--- src/rtl/uart_regs_pkg.sv ---
// ============================================================================
// Module   : uart_regs_pkg
// Brief    : Register map, bit indices and TX dispatch states for the UART
//            MMIO front-end.
// Revision : 1.0
// ============================================================================
`default_nettype none

package uart_regs_pkg;

    localparam logic [1:0] c_sel_ctrl   = 2'b00;
    localparam logic [1:0] c_sel_txdata = 2'b01;
    localparam logic [1:0] c_sel_rxdata = 2'b10;
    localparam logic [1:0] c_sel_status = 2'b11;

    localparam int c_ctrl_parity_en = 0;
    localparam int c_ctrl_rx_irq_en = 1;
    localparam int c_ctrl_tx_irq_en = 2;
    localparam int c_ctrl_rx_flush  = 3;
    localparam int c_ctrl_tx_flush  = 4;

    localparam int c_st_rx_empty    = 0;
    localparam int c_st_rx_full     = 1;
    localparam int c_st_tx_empty    = 2;
    localparam int c_st_tx_full     = 3;
    localparam int c_st_tx_busy     = 4;
    localparam int c_st_rx_ovf      = 5;
    localparam int c_st_tx_ovf      = 6;
    localparam int c_st_rx_cnt_lsb  = 8;
    localparam int c_st_tx_cnt_lsb  = 16;

    localparam int c_rx_valid_bit   = 10;
    localparam int c_rx_parity_bit  = 9;

    typedef enum logic [1:0] {
        TX_IDLE  = 2'd0,
        TX_START = 2'd1,
        TX_BUSY  = 2'd2
    } tx_state_t;

endpackage

`default_nettype wire

--- src/rtl/sync_fifo.sv ---
// ============================================================================
// Module   : sync_fifo
// Brief    : Single-clock FIFO with flush; a push into a full FIFO succeeds
//            only when a pop happens on the same edge.
// Revision : 1.0
// ============================================================================
`default_nettype none

module sync_fifo #(
    parameter int WIDTH = 8,
    parameter int DEPTH = 8,
    localparam int AW   = $clog2(DEPTH)
) (
    input  logic             clk,
    input  logic             rst,
    input  logic             i_push,
    input  logic [WIDTH-1:0] i_data,
    input  logic             i_pop,
    input  logic             i_flush,
    output logic [WIDTH-1:0] o_data,
    output logic             o_full,
    output logic             o_empty,
    output logic [AW:0]      o_count
);

    logic [WIDTH-1:0] r_mem [DEPTH];
    logic [AW-1:0]    r_wr_ptr;
    logic [AW-1:0]    r_rd_ptr;
    logic [AW:0]      r_count;
    logic             w_do_push;
    logic             w_do_pop;

    assign o_empty = (r_count == '0);
    assign o_full  = (r_count == (AW+1)'(DEPTH));
    assign o_count = r_count;
    assign o_data  = r_mem[r_rd_ptr];

    // Flush overrides both operations; a pop frees the slot a full push needs.
    assign w_do_pop  = i_pop & ~o_empty & ~i_flush;
    assign w_do_push = i_push & ~i_flush & (~o_full | w_do_pop);

    always_ff @(posedge clk or posedge rst) begin
        if (rst) begin
            r_wr_ptr <= '0;
            r_rd_ptr <= '0;
            r_count  <= '0;
        end else if (i_flush) begin
            r_wr_ptr <= '0;
            r_rd_ptr <= '0;
            r_count  <= '0;
        end else begin
            if (w_do_push) r_wr_ptr <= r_wr_ptr + 1'b1;
            if (w_do_pop)  r_rd_ptr <= r_rd_ptr + 1'b1;
            case ({w_do_push, w_do_pop})
                2'b10:   r_count <= r_count + 1'b1;
                2'b01:   r_count <= r_count - 1'b1;
                default: r_count <= r_count;
            endcase
        end
    end

    always_ff @(posedge clk) begin
        if (w_do_push) r_mem[r_wr_ptr] <= i_data;
    end

endmodule

`default_nettype wire

--- src/rtl/uart_mmio_fifo_regs.sv ---
// ============================================================================
// Module   : uart_mmio_fifo_regs
// Brief    : Bus register front-end for the UART with RX/TX FIFOs, sticky
//            overrun flags, interrupt and TX dispatch FSM.
// Revision : 1.0
// ============================================================================
`default_nettype none

module uart_mmio_fifo_regs
    import uart_regs_pkg::*;
#(
    parameter int DATA_W   = 8,
    parameter int RX_DEPTH = 8,
    parameter int TX_DEPTH = 8
) (
    input  logic              clk,
    input  logic              reset,
    input  logic [1:0]        reg_sel,
    input  logic              wr_en,
    input  logic              rd_en,
    input  logic [31:0]       wdata,
    output logic [31:0]       rdata,
    input  logic [DATA_W-1:0] rx_data,
    input  logic              rx_parity_err,
    input  logic              rx_done,
    input  logic              tx_done,
    output logic [DATA_W-1:0] tx_data,
    output logic              tx_parity_en,
    output logic              tx_start,
    output logic              irq
);

    localparam int c_rx_aw = $clog2(RX_DEPTH);
    localparam int c_tx_aw = $clog2(TX_DEPTH);

    logic [2:0]        r_ctrl;
    logic              r_rx_ovf;
    logic              r_tx_ovf;
    logic              r_irq;
    logic [DATA_W-1:0] r_tx_data;
    tx_state_t         r_state;
    tx_state_t         w_state_next;

    logic              w_wr_ctrl;
    logic              w_wr_status;
    logic              w_rx_flush;
    logic              w_tx_flush;
    logic              w_rx_pop;
    logic              w_tx_push;
    logic              w_tx_pop;
    logic              w_rx_empty;
    logic              w_rx_full;
    logic              w_tx_empty;
    logic              w_tx_full;
    logic [DATA_W:0]   w_rx_head;
    logic [DATA_W-1:0] w_tx_head;
    logic [c_rx_aw:0]  w_rx_count;
    logic [c_tx_aw:0]  w_tx_count;
    logic              w_rx_ovf_set;
    logic              w_tx_ovf_set;
    logic              w_unused_wdata;

    assign w_wr_ctrl   = wr_en & (reg_sel == c_sel_ctrl);
    assign w_wr_status = wr_en & (reg_sel == c_sel_status);
    assign w_rx_flush  = w_wr_ctrl & wdata[c_ctrl_rx_flush];
    assign w_tx_flush  = w_wr_ctrl & wdata[c_ctrl_tx_flush];
    assign w_rx_pop    = rd_en & (reg_sel == c_sel_rxdata);
    assign w_tx_push   = wr_en & (reg_sel == c_sel_txdata);

    assign w_rx_ovf_set = rx_done & w_rx_full & ~(w_rx_pop & ~w_rx_flush) & ~w_rx_flush;
    assign w_tx_ovf_set = w_tx_push & w_tx_full & ~w_tx_pop & ~w_tx_flush;
    assign w_unused_wdata = ^wdata;

    sync_fifo #(.WIDTH(DATA_W + 1), .DEPTH(RX_DEPTH)) u_rx_fifo (
        .clk     (clk),
        .rst     (reset),
        .i_push  (rx_done),
        .i_data  ({rx_parity_err, rx_data}),
        .i_pop   (w_rx_pop),
        .i_flush (w_rx_flush),
        .o_data  (w_rx_head),
        .o_full  (w_rx_full),
        .o_empty (w_rx_empty),
        .o_count (w_rx_count)
    );

    sync_fifo #(.WIDTH(DATA_W), .DEPTH(TX_DEPTH)) u_tx_fifo (
        .clk     (clk),
        .rst     (reset),
        .i_push  (w_tx_push),
        .i_data  (wdata[DATA_W-1:0]),
        .i_pop   (w_tx_pop),
        .i_flush (w_tx_flush),
        .o_data  (w_tx_head),
        .o_full  (w_tx_full),
        .o_empty (w_tx_empty),
        .o_count (w_tx_count)
    );

    // Set beats a same-cycle W1C so an overrun is never lost.
    always_ff @(posedge clk or posedge reset) begin
        if (reset) begin
            r_ctrl   <= '0;
            r_rx_ovf <= 1'b0;
            r_tx_ovf <= 1'b0;
            r_irq    <= 1'b0;
        end else begin
            if (w_wr_ctrl) r_ctrl <= wdata[2:0];
            r_rx_ovf <= w_rx_ovf_set | (r_rx_ovf & ~(w_wr_status & wdata[c_st_rx_ovf]));
            r_tx_ovf <= w_tx_ovf_set | (r_tx_ovf & ~(w_wr_status & wdata[c_st_tx_ovf]));
            r_irq    <= (r_ctrl[c_ctrl_rx_irq_en] & ~w_rx_empty) |
                        (r_ctrl[c_ctrl_tx_irq_en] & w_tx_empty & (r_state == TX_IDLE));
        end
    end

    always_ff @(posedge clk or posedge reset) begin
        if (reset) begin
            r_state   <= TX_IDLE;
            r_tx_data <= '0;
        end else begin
            r_state <= w_state_next;
            if (w_tx_pop) r_tx_data <= w_tx_head;
        end
    end

    // A flush on the pop edge empties the queue, so nothing is dispatched.
    always_comb begin
        w_state_next = r_state;
        w_tx_pop     = 1'b0;
        case (r_state)
            TX_IDLE: begin
                if (!w_tx_empty && !w_tx_flush) begin
                    w_tx_pop     = 1'b1;
                    w_state_next = TX_START;
                end
            end
            TX_START: w_state_next = TX_BUSY;
            TX_BUSY:  if (tx_done) w_state_next = TX_IDLE;
            default:  w_state_next = TX_IDLE;
        endcase
    end

    // Data/parity fields of RXDATA read as zero while the RX FIFO is empty.
    always_comb begin
        rdata = '0;
        case (reg_sel)
            c_sel_ctrl: rdata[2:0] = r_ctrl;
            c_sel_rxdata: begin
                if (!w_rx_empty) begin
                    rdata[8:0]             = 9'(w_rx_head[DATA_W-1:0]);
                    rdata[c_rx_parity_bit] = w_rx_head[DATA_W];
                    rdata[c_rx_valid_bit]  = 1'b1;
                end
            end
            c_sel_status: begin
                rdata[c_st_rx_empty]          = w_rx_empty;
                rdata[c_st_rx_full]           = w_rx_full;
                rdata[c_st_tx_empty]          = w_tx_empty;
                rdata[c_st_tx_full]           = w_tx_full;
                rdata[c_st_tx_busy]           = (r_state != TX_IDLE);
                rdata[c_st_rx_ovf]            = r_rx_ovf;
                rdata[c_st_tx_ovf]            = r_tx_ovf;
                rdata[c_st_rx_cnt_lsb +: 8]   = 8'(w_rx_count);
                rdata[c_st_tx_cnt_lsb +: 8]   = 8'(w_tx_count);
            end
            default: rdata = '0;
        endcase
    end

    assign tx_data      = r_tx_data;
    assign tx_start     = (r_state == TX_START);
    assign tx_parity_en = r_ctrl[c_ctrl_parity_en];
    assign irq          = r_irq;

endmodule

`default_nettype wire

--- config.mk ---
export PLATFORM = sky130hd
export DESIGN_NAME = uart_mmio_fifo_regs
export DESIGN_NICKNAME = d
export VERILOG_FILES = /design/src/rtl/uart_regs_pkg.sv /design/src/rtl/sync_fifo.sv /design/src/rtl/uart_mmio_fifo_regs.sv
export SDC_FILE = /design/constraint.sdc
export NUM_CORES = 1
export LEC_CHECK = 0
export CORE_MARGIN = 4
export CORE_UTILIZATION = 35
export DETAILED_ROUTE_END_ITERATION = 7
export SLEW_MARGIN = 15
export SYNTH_ARGS = -nofsm -noshare
export SYNTH_HDL_FRONTEND = slang
export SYNTH_HIERARCHICAL = 1
export SYNTH_SLANG_ARGS = --single-unit
--- constraint.sdc ---
create_clock -name clk -period 2.9 [get_ports clk]
set_input_delay 0.58 -clock clk [delete_from_list [all_inputs] [get_ports clk]]
set_output_delay 0.58 -clock clk [all_outputs]
set_load 0.03 [all_outputs]
==> flow_metrics.tcl, run 1 <==
set metrics [dict create \
    vias 4353 \
    intPower_mw 6.207 \
    first_iter_violations 321 \
    initial_core_util_pct 35.88 \
    wl_um 16420 \
    hold_path.class "reg -> reg" \
    core_region_area_sq_um 21220 \
    dieHeight_um 155.5 \
    cts_root_buf "clkbuf_16" \
    critPathCaptureType "primary output" \
    grt_max_degree 21 \
    ys_ff_latch 172 \
    async_flop_share_pct 20.93 \
    stdcell_count 869 \
    drt_pass1_iterations 4 \
    max_freq_mhz 343.4 \
    fin_crit_sh_pct 100.4 \
    status "finished with violations" \
    ioPinCount 92 \
    max-vdd-ir-drop_mv 0.4768 \
    tritoncts "built" \
    violations "setup timing" \
    p_sw_share_pct 32.25 \
    cts_max_level 4 \
    startpoint_type "register" \
    fin_ws_ps -11.71 \
    overflow 0 \
    stdcell_area_sq_um 9568 \
    drv_slew 0 \
    finalSetupViolations 2 \
    multi_input_area_sq_um 2451 \
    timing.rr.start "u_tx_fifo/o_count[0]$_DFFE_PP0P_" \
    area_growth_pct 25.65 \
    clk_path_buf_depth 2 \
    avgRoutedWirePerCell_um 18.90 \
    cts.sinks 172 \
    tightest_slew_ps 833.9 \
    p_clk_share_pct 25.0 \
    nFillCells 1846 \
    final-seq-area_sq_um 4987 \
    numPortBuffers 51 \
    synth_edf_count 136 \
    synth_top_area_share_pct 53.63 \
    period_needed_ps 2912 \
    final_nets 640 \
    track_usage_pct 14.11 \
    synth.distinct_cells 51 \
    drive_gt1_share_pct 37.71 \
    clk_latency_ps 430 \
    min-delay-start "r_rx_ovf$_DFF_PP0_" \
    maxCapViolCount 0 \
    power_frac_seq_pct 37.2 \
    die_x_um 155.5 \
    ys_seq_area_share_pct 65.46 \
    grt_pass1_wl_um 25690 \
    rsz0062_at_grt "true" \
    routed_via_density 5.009 \
    grt_antenna_before_repair 0 \
    crit_type "reg -> out" \
    slew_headroom_pct 44.35 \
    num_rows 53 \
    crit_arrival_ps 2330 \
    grt_pass1_vias 4525 \
    placed_area_sq_um 8837 \
    synth.area.top_cells "edfxtp_1 54%, dfrtp_1 12%, mux4_2 10%" \
    syn_inst 456 \
    dp.cells 832 \
    hpwl_um 11270 \
    power_leakage_nw 3.502 \
    fin_skew_ps 13.59 \
    cts.clk_slew.worst_paths_ps 70 \
    synth_area_per_cell_sq_um 16.70 \
    power.density_nw_per_um2 957.4 \
    comb_power_share_pct 37.8 \
    p_sw_mw 2.954 \
    startpoint "u_rx_fifo/r_rd_ptr[0]$_DFFE_PP0P_" \
    synth_common_cells "136 x edfxtp_1, 39 x nor2_1, 36 x dfrtp_1" \
    postRouteAntennaNets 0 \
    yosysMostFrequentCell "edfxtp_1" \
    hold_violations 0 \
    ys.flop_type "edfxtp_1" \
    synth_top_area_cell "edfxtp_1" \
    dieArea_sq_um 24180 \
    yosys_warnings 6 \
    drcViolationCount 0 \
    place_congestion 0.7488 \
    cts_buffers 17 \
    path_max_fanout 5 \
    synth_area_sq_um 7615 \
    required_ps 2320 \
    pre_cts_slack_ps -257.2 \
    num_antenna_cells 0 \
]
[path summary, 6_finish.rpt]
kind                                               endpoint  slack (ps)  cells past startpoint
setup / recovery                                   rdata[9]         -10                      7
hold / removal                           r_rx_ovf$_DFF_PP0_         500                      2
setup reg to reg           u_tx_fifo/o_count[3]$_DFFE_PP0P_         180                     11
hold reg to reg                          r_rx_ovf$_DFF_PP0_         500                      2
max in group asynchronous             r_ctrl[1]$_DFFE_PP0N_        1670                      2
min in group asynchronous  u_tx_fifo/o_count[2]$_DFFE_PP0P_         530                      2
[layout make-up]
| type | count | area share, % |
|---|---|---|
| inverter | 7 | 0.2746 |
| clock inverter | 12 | 1.438 |
| clock buffer | 20 | 4.878 |
| timing repair buffer | 130 | 12.07 |
| multi-input combinational | 253 | 25.62 |
| tap | 275 | 3.596 |
| sequential | 172 | 52.12 |
[per-layer routing]
metal	GRT usage (%)	share of wire, %
met1	17.47	41
met2	24.74	54
met3	3.115	3.7
met4	4.377	1.6
met5	0	0
[per-stage QoR]
step                      util, %  power, mW  TNS (ps)  hold WS, ps
after floorplan                 -      5.618         0        420.1
after detailed placement    41.64      6.778    -10120        481.2
after CTS                   44.76      9.169    -46.83        497.0
final                       45.09      9.161    -21.21        495.4
after global placement      41.64      6.670     -8596        477.9
after global routing        45.09      9.677    -414.4        511.1
[flip-flops by register name, indices dropped and copies added (netlist names)]
register	cells
u_rx_fifo/o_count	4
u_rx_fifo/r_rd_ptr	3
r_rx_ovf	1
u_tx_fifo/r_wr_ptr	3
tx_data	8
u_tx_fifo/r_rd_ptr	3
r_tx_ovf	1
r_ctrl	3
r_state	2
u_tx_fifo/r_mem	64
u_tx_fifo/o_count	4
u_rx_fifo/r_mem	72
irq	1
u_rx_fifo/r_wr_ptr	3
[kinds of logic (layout without fill, tap and decap cells)]
kind of cell / after synthesis / in the layout / synth area share [%]
AOI/OAI and AO/OA: 49 / 49 / 5.061
xor gates and xnor gates: 12 / 12 / 1.380
adders and majority gates: 10 / 10 / 1.840
buffers and inverters: 46 / 169 / 4.289
DFF: 172 / 172 / 65.46
muxes: 68 / 68 / 14.99
other: 1 / 16 / 0.04925
and+or+nand+nor: 98 / 98 / 6.934
[cell usage in the layout (no fill, tap or decap), types with 7 or more instances in the layout]
master / n
ha_1: 8
o211ai_1: 8
clkbuf_16: 18
edfxtp_1: 136
mux4_2: 34
conb_1: 16
inv_1: 7
nor2_1: 36
nand2_1: 12
clkdlybuf4s50_1: 35
and3_1: 9
dfrtp_1: 34
mux2_2: 25
buf_4: 86
[critical path, stage by stage, from the launching register on]
cell and delay (ps):
dfrtp_2 470, buf_12 150, buf_6 110, mux4_2 490, mux2_4 300, a22oi_2 160, nor2_1 70, buf_4 170
[repair_timing]
item	CTS	global route
setup buffers	1	3
endpoints found under the hold margin	0	0
pin swaps	0	2
resized for setup	6	14
endpoints found under the setup margin	3	10
cloned	1	1
hold buffers	0	0
[power by group through the flow]
stage / sequential, mW / clock [mW] / combinational, mW
CTS: 3.40 / 2.33 / 3.43
global placement: 3.42 / 0 / 3.25
finish: 3.41 / 2.29 / 3.46
detailed placement: 3.45 / 0 / 3.33
floorplan: 3.44 / 0 / 2.17
global route: 3.46 / 2.45 / 3.77
Note: power is estimated with default switching activity, not from simulation.
==> run 2: changes to the inputs <==
--- a/config.mk
+++ b/config.mk
@@ -8,6 +8,7 @@
 export CORE_MARGIN = 4
 export CORE_UTILIZATION = 35
 export DETAILED_ROUTE_END_ITERATION = 7
+export HOLD_SLACK_MARGIN = 0.03
 export SLEW_MARGIN = 15
 export SYNTH_ARGS = -nofsm -noshare
 export SYNTH_HDL_FRONTEND = slang
==> results of run 2 <==
Final layout, timing and power as in run 1 (identical DEF).
